==> src/rtl/vending_pkg.sv <==
// vending_pkg: coin encodings and values, plus the dispenser state type,
// shared by the change_dispenser block and its coin_selector.
package vending_pkg;
  localparam logic [1:0] COIN_1  = 2'd0;
  localparam logic [1:0] COIN_5  = 2'd1;
  localparam logic [1:0] COIN_10 = 2'd2;
  localparam logic [4:0] VAL_1   = 5'd1;
  localparam logic [4:0] VAL_5   = 5'd5;
  localparam logic [4:0] VAL_10  = 5'd10;
  typedef enum logic [1:0] {IDLE, SELECT, DISPENSE, DONE} disp_state_e;
  function automatic logic [4:0] coin_value(input logic [1:0] sel);
    return sel == COIN_10 ? VAL_10 : sel == COIN_5 ? VAL_5 : VAL_1;
  endfunction
endpackage

==> src/rtl/coin_selector.sv <==
// coin_selector: greedy pick of the largest in-stock coin not exceeding remaining.
module coin_selector
  import vending_pkg::*;
(
  input  logic [4:0] remaining,
  input  logic       has_1,
  input  logic       has_5,
  input  logic       has_10,
  output logic [1:0] sel,
  output logic       found
);
  logic take_1, take_5, take_10;
  always_comb begin
    take_10 = has_10 && remaining >= VAL_10;
    take_5  = has_5 && remaining >= VAL_5;
    take_1  = has_1 && remaining >= VAL_1;
    sel     = take_10 ? COIN_10 : take_5 ? COIN_5 : COIN_1;
    found   = take_10 || take_5 || take_1;
  end
endmodule

==> src/rtl/change_dispenser.sv <==
// change_dispenser: pays change one coin at a time over a req/ack hopper handshake.
// Define CHANGE_STOCK_EN to build per-denomination stock counters and refill.
module change_dispenser
  import vending_pkg::*;
#(
  parameter int STOCK_INIT  = 8,
  parameter int STOCK_W     = 4,
  parameter int ACK_TIMEOUT = 15
) (
  input  logic       clk,
  input  logic       reset,
  input  logic       start,
  input  logic [4:0] amount,
  input  logic       refill,
  input  logic       coin_ack,
  output logic       coin_req,
  output logic [1:0] coin_sel,
  output logic       busy,
  output logic       done,
  output logic [4:0] shortfall,
  output logic       error
);
  localparam int WAIT_W = $clog2(ACK_TIMEOUT + 2);
  disp_state_e       state_q, state_d;
  logic [4:0]        remaining_q, remaining_d, shortfall_q, shortfall_d;
  logic [1:0]        sel_q, sel_d, pick;
  logic [WAIT_W-1:0] wait_q, wait_d;
  logic              err_d, found, take, has_1, has_5, has_10;
  logic              coin_req_q, busy_q, done_q, error_q;

  assign take = state_q == DISPENSE && coin_ack;

`ifdef CHANGE_STOCK_EN
  logic [STOCK_W-1:0] stock_q [3];
  assign has_1  = stock_q[COIN_1] != '0;
  assign has_5  = stock_q[COIN_5] != '0;
  assign has_10 = stock_q[COIN_10] != '0;
  // refill takes priority over a coincident decrement
  always_ff @(posedge clk)
    for (int i = 0; i < 3; i++)
      if (reset || refill) stock_q[i] <= STOCK_W'(STOCK_INIT);
      else if (take && sel_q == 2'(i) && stock_q[i] != '0) stock_q[i] <= stock_q[i] - STOCK_W'(1);
`else
  logic unused_refill;
  assign unused_refill = refill ^ (STOCK_INIT < 0) ^ (STOCK_W < 0);
  assign has_1  = 1'b1;
  assign has_5  = 1'b1;
  assign has_10 = 1'b1;
`endif

  coin_selector u_sel (
    .remaining(remaining_q),
    .has_1    (has_1),
    .has_5    (has_5),
    .has_10   (has_10),
    .sel      (pick),
    .found    (found)
  );

  always_comb begin
    state_d     = state_q;
    remaining_d = remaining_q;
    shortfall_d = shortfall_q;
    sel_d       = sel_q;
    wait_d      = '0;
    err_d       = 1'b0;
    unique case (state_q)
      IDLE: if (start) begin
        state_d     = SELECT;
        remaining_d = amount;
        shortfall_d = '0;
      end
      SELECT: if (remaining_q == '0) state_d = DONE;
      else if (found) begin
        state_d = DISPENSE;
        sel_d   = pick;
      end else begin
        state_d     = DONE;
        shortfall_d = remaining_q;
        err_d       = 1'b1;
      end
      DISPENSE: if (coin_ack) begin
        state_d     = SELECT;
        remaining_d = remaining_q - coin_value(sel_q);
      end else if (wait_q == WAIT_W'(ACK_TIMEOUT)) begin
        state_d     = DONE;
        shortfall_d = remaining_q;
        err_d       = 1'b1;
      end else wait_d = wait_q + WAIT_W'(1);
      DONE: state_d = IDLE;
    endcase
  end

  always_ff @(posedge clk)
    if (reset) begin
      state_q     <= IDLE;
      remaining_q <= '0;
      shortfall_q <= '0;
      sel_q       <= COIN_1;
      wait_q      <= '0;
      coin_req_q  <= 1'b0;
      busy_q      <= 1'b0;
      done_q      <= 1'b0;
      error_q     <= 1'b0;
    end else begin
      state_q     <= state_d;
      remaining_q <= remaining_d;
      shortfall_q <= shortfall_d;
      sel_q       <= sel_d;
      wait_q      <= wait_d;
      coin_req_q  <= state_d == DISPENSE;
      busy_q      <= state_d != IDLE;
      done_q      <= state_d == DONE;
      error_q     <= err_d;
    end

  assign coin_req  = coin_req_q;
  assign coin_sel  = sel_q;
  assign busy      = busy_q;
  assign done      = done_q;
  assign shortfall = shortfall_q;
  assign error     = error_q;
endmodule

==> config.mk <==
export PLATFORM = sky130hd
export DESIGN_NAME = change_dispenser
export DESIGN_NICKNAME = d
export VERILOG_FILES = /design/src/rtl/vending_pkg.sv /design/src/rtl/coin_selector.sv /design/src/rtl/change_dispenser.sv
export SDC_FILE = /design/constraint.sdc
export NUM_CORES = 1
export LEC_CHECK = 0
export CAP_MARGIN = 25
export CELL_PAD_IN_SITES_DETAIL_PLACEMENT = 0
export CELL_PAD_IN_SITES_GLOBAL_PLACEMENT = 1
export CORE_MARGIN = 2
export CORE_UTILIZATION = 42
export DETAILED_ROUTE_END_ITERATION = 7
export PLACE_DENSITY_LB_ADDON = 0.1
export RECOVER_POWER = 100
export SYNTH_ARGS = -nofsm -noshare
export SYNTH_HDL_FRONTEND = slang
export SYNTH_HIERARCHICAL = 1
export SYNTH_SLANG_ARGS = --single-unit
==> constraint.sdc <==
create_clock -name clk -period 4.9 [get_ports clk]
set_input_delay 1.47 -clock clk [delete_from_list [all_inputs] [get_ports clk]]
set_output_delay 1.47 -clock clk [all_outputs]
set_load 0.03 [all_outputs]
==> impl_metrics.env <==
export IMPL_dieArea_mm2=0.00354
export IMPL_core_area_mm2=0.00300
export IMPL_max_stage_delay_ns=0.75
export IMPL_holdCritPathClass="reg2reg"
export IMPL_diodes=0
export IMPL_hold_viol=0
export IMPL_max_cap_viol_count=0
export IMPL_antenna_found_initial=0
export IMPL_grt_max_degree=21
export IMPL_rsz0062_at_grt="no"
export IMPL_clockBufferDepth=2
export IMPL_ys_seq_area_frac=0.356
export IMPL_first_global_vias=975
export IMPL_syn_cell_area_mm2=0.00129
export IMPL_grt_pass1_wl_um=4160
export IMPL_die_h_um=59.5
export IMPL_synth_edf_count=0
export IMPL_drt_wl_total_um=2470
export IMPL_ant_nets=0
export IMPL_stdcell_count=201
export IMPL_end_kind="primary output"
export IMPL_cpLargestDelayFamily="buffers and inverters"
export IMPL_synthCells=144
export IMPL_layout_commonest_cell="dfxtp_1"
export IMPL_nNetsFinal=189
export IMPL_cts_resized=0
export IMPL_finClkSkew_ns=0.00275
export IMPL_cts_max_level=1
export IMPL_finalSetupViolCount=0
export IMPL_synth_ff_type="dfxtp_1"
export IMPL_synth_top_area_frac=0.356
export IMPL_hpwl_um=1830
export IMPL_drive_above_1_share=0.0536
export IMPL_slew_headroom=0.524
export IMPL_port_buffer_count=19
export IMPL_startpoint_type="flop"
export IMPL_drt_iter0_drc=21
export IMPL_clkTransAtPathRegs_ns=0.13
export IMPL_worst_pin_slew_ns=0.711
export IMPL_dp_cells=197
export IMPL_synthArstFlopShare=0
export IMPL_fin_crit_ns=2.91
export IMPL_yosysUniqueCellTypes=44
export IMPL_initial_core_util=0.431
export IMPL_track_usage=0.155
export IMPL_critPathSlowestCell="dlygate4sd3_1"
export IMPL_slew_viol_final=0
export IMPL_pre_cts_slack_ns=1.80
export IMPL_irDropWorstVdd_mv=0.137
export IMPL_viasPerCell=5.31
export IMPL_area_growth_syn_to_layout_pct=19.9
export IMPL_die_x_um=59.5
export IMPL_synth_avg_cell_area_um2=8.98
export IMPL_synth_seq_cells=23
export IMPL_crit_chain="dlygate4sd3_1"
export IMPL_crit_buf_inv=1
export IMPL_cts_buffers=3
export IMPL_wl_per_cell_um=12.3
export IMPL_critical_path_class="reg2out"
export IMPL_vias=1068
export IMPL_fin_ws_ns=1.99
export IMPL_cp_required_ns=3.43
export IMPL_drc_errors=0
export IMPL_arrival_ns=1.44
export IMPL_cts_tree="built"
export IMPL_holdPathStages=1
export IMPL_max_freq_mhz=343
export IMPL_clock_sinks=23
export IMPL_boundaryPins=21
export IMPL_stdcell_area_mm2=0.00155
export IMPL_grt_overflow_total=0
export IMPL_period_share=0.595
export IMPL_cts_post_setup_buffers_inserted=0
export IMPL_num_rows=20
export IMPL_layout_common_cells="dfxtp_1 (23), nor2_1 (15), dlygate4sd3_1 (14)"
export IMPL_clk_latency_ns=0.31
export IMPL_status="finished clean"
export IMPL_ctsHoldBuffers=0
export IMPL_place_gp_congestion=0.750
export IMPL_drtPass1Iterations=4
export IMPL_p_leak_nw=0.661
export IMPL_path_max_fanout=4
export IMPL_powerDensity_mw_per_mm2=363
export IMPL_ys_warn_count=6
export IMPL_placed_area_mm2=0.00152
export IMPL_synth_area_leaders="dfxtp_1 (36%), ha_1 (8.7%), mux2i_1 (5.4%)"
export IMPL_synth_largest_area_cell="dfxtp_1"
export IMPL_cp_num_cells=1
export IMPL_r2r_cells=6
export IMPL_cts_root_buf="clkbuf_4"
export IMPL_fillerInstances=313
export IMPL_finalSetupTns_ns=0
-- cell usage after synthesis, types with 2 or more instances --
cell type  number
a21o_1          2
a21oi_1        10
a221oi_1        2
clkbuf_1        3
dfxtp_1        23
ha_1            9
inv_1           9
mux2i_1         7
nand2b_1        4
nand3_1         5
nand3b_1        3
nand4b_1        2
nor2_1         15
nor2b_1         3
nor3_1          2
o21a_1          3
o21ai_0        11
o21bai_1        2
or3_1           2
xnor2_1         3
-- sequential cells by signal, indices dropped and copies added (netlist names) --
register	flops
done	1
coin_req	1
coin_sel	2
remaining_q	5
error	1
state_q	2
wait_q	5
busy	1
shortfall	5
-- report_power, final --
part	switching (mW)	total, mW	leakage (nW)	internal, mW
logic	0.128	0.237	0.456	0.108
registers	0.0294	0.236	0.187	0.207
clock network	0.0593	0.0898	0.0177	0.0306
-- cell families after synthesis --
family	share of synthesized area
simple gates	0.209
fa+ha+maj	0.103
other cells	0.00290
xor+xnor	0.0271
compound gates	0.204
buf+inv	0.0445
flops	0.356
mux	0.0542
-- area by class of cell --
type / count / area, um^2 / share of cell area
Multi-Input combinational cell: 113 / 798 / 0.515
Sequential cell: 23 / 460 / 0.297
Timing Repair Buffer: 19 / 190 / 0.123
Tap cell: 33 / 41.3 / 0.0266
Inverter: 9 / 33.8 / 0.0218
Clock buffer: 3 / 22.5 / 0.0145
Clock inverter: 1 / 5.00 / 0.00323
-- routing by layer --
metal | vias to the layer above | GRT usage | part of all wire
li1 | 554 | - | -
met1 | 492 | 0.186 | 0.49
met2 | 18 | 0.270 | 0.47
met3 | 4 | 0.0262 | 0.032
met4 | 0 | 0.0667 | 0.012
met5 | - | 0 | 0
-- stage by stage --
step                total power [mW]  utilization  hold WS, ns
floorplan                      0.423            -        0.418
global placement               0.477        0.508        0.430
detailed placement             0.480        0.508        0.448
CTS                            0.571        0.517        0.467
global route                   0.606        0.517        0.511
finish                         0.563        0.517        0.462
-- final timing paths --
check                                     from      endpoint  slack [ns]
worst min register to register       wait_q[0]     wait_q[0]        0.46
worst max-delay path               coin_sel[1]   coin_sel[1]        1.99
worst max register to register  remaining_q[1]  shortfall[2]        2.74
worst min-delay path                 wait_q[0]     wait_q[0]        0.46
Note: power is estimated with default switching activity, not from simulation.
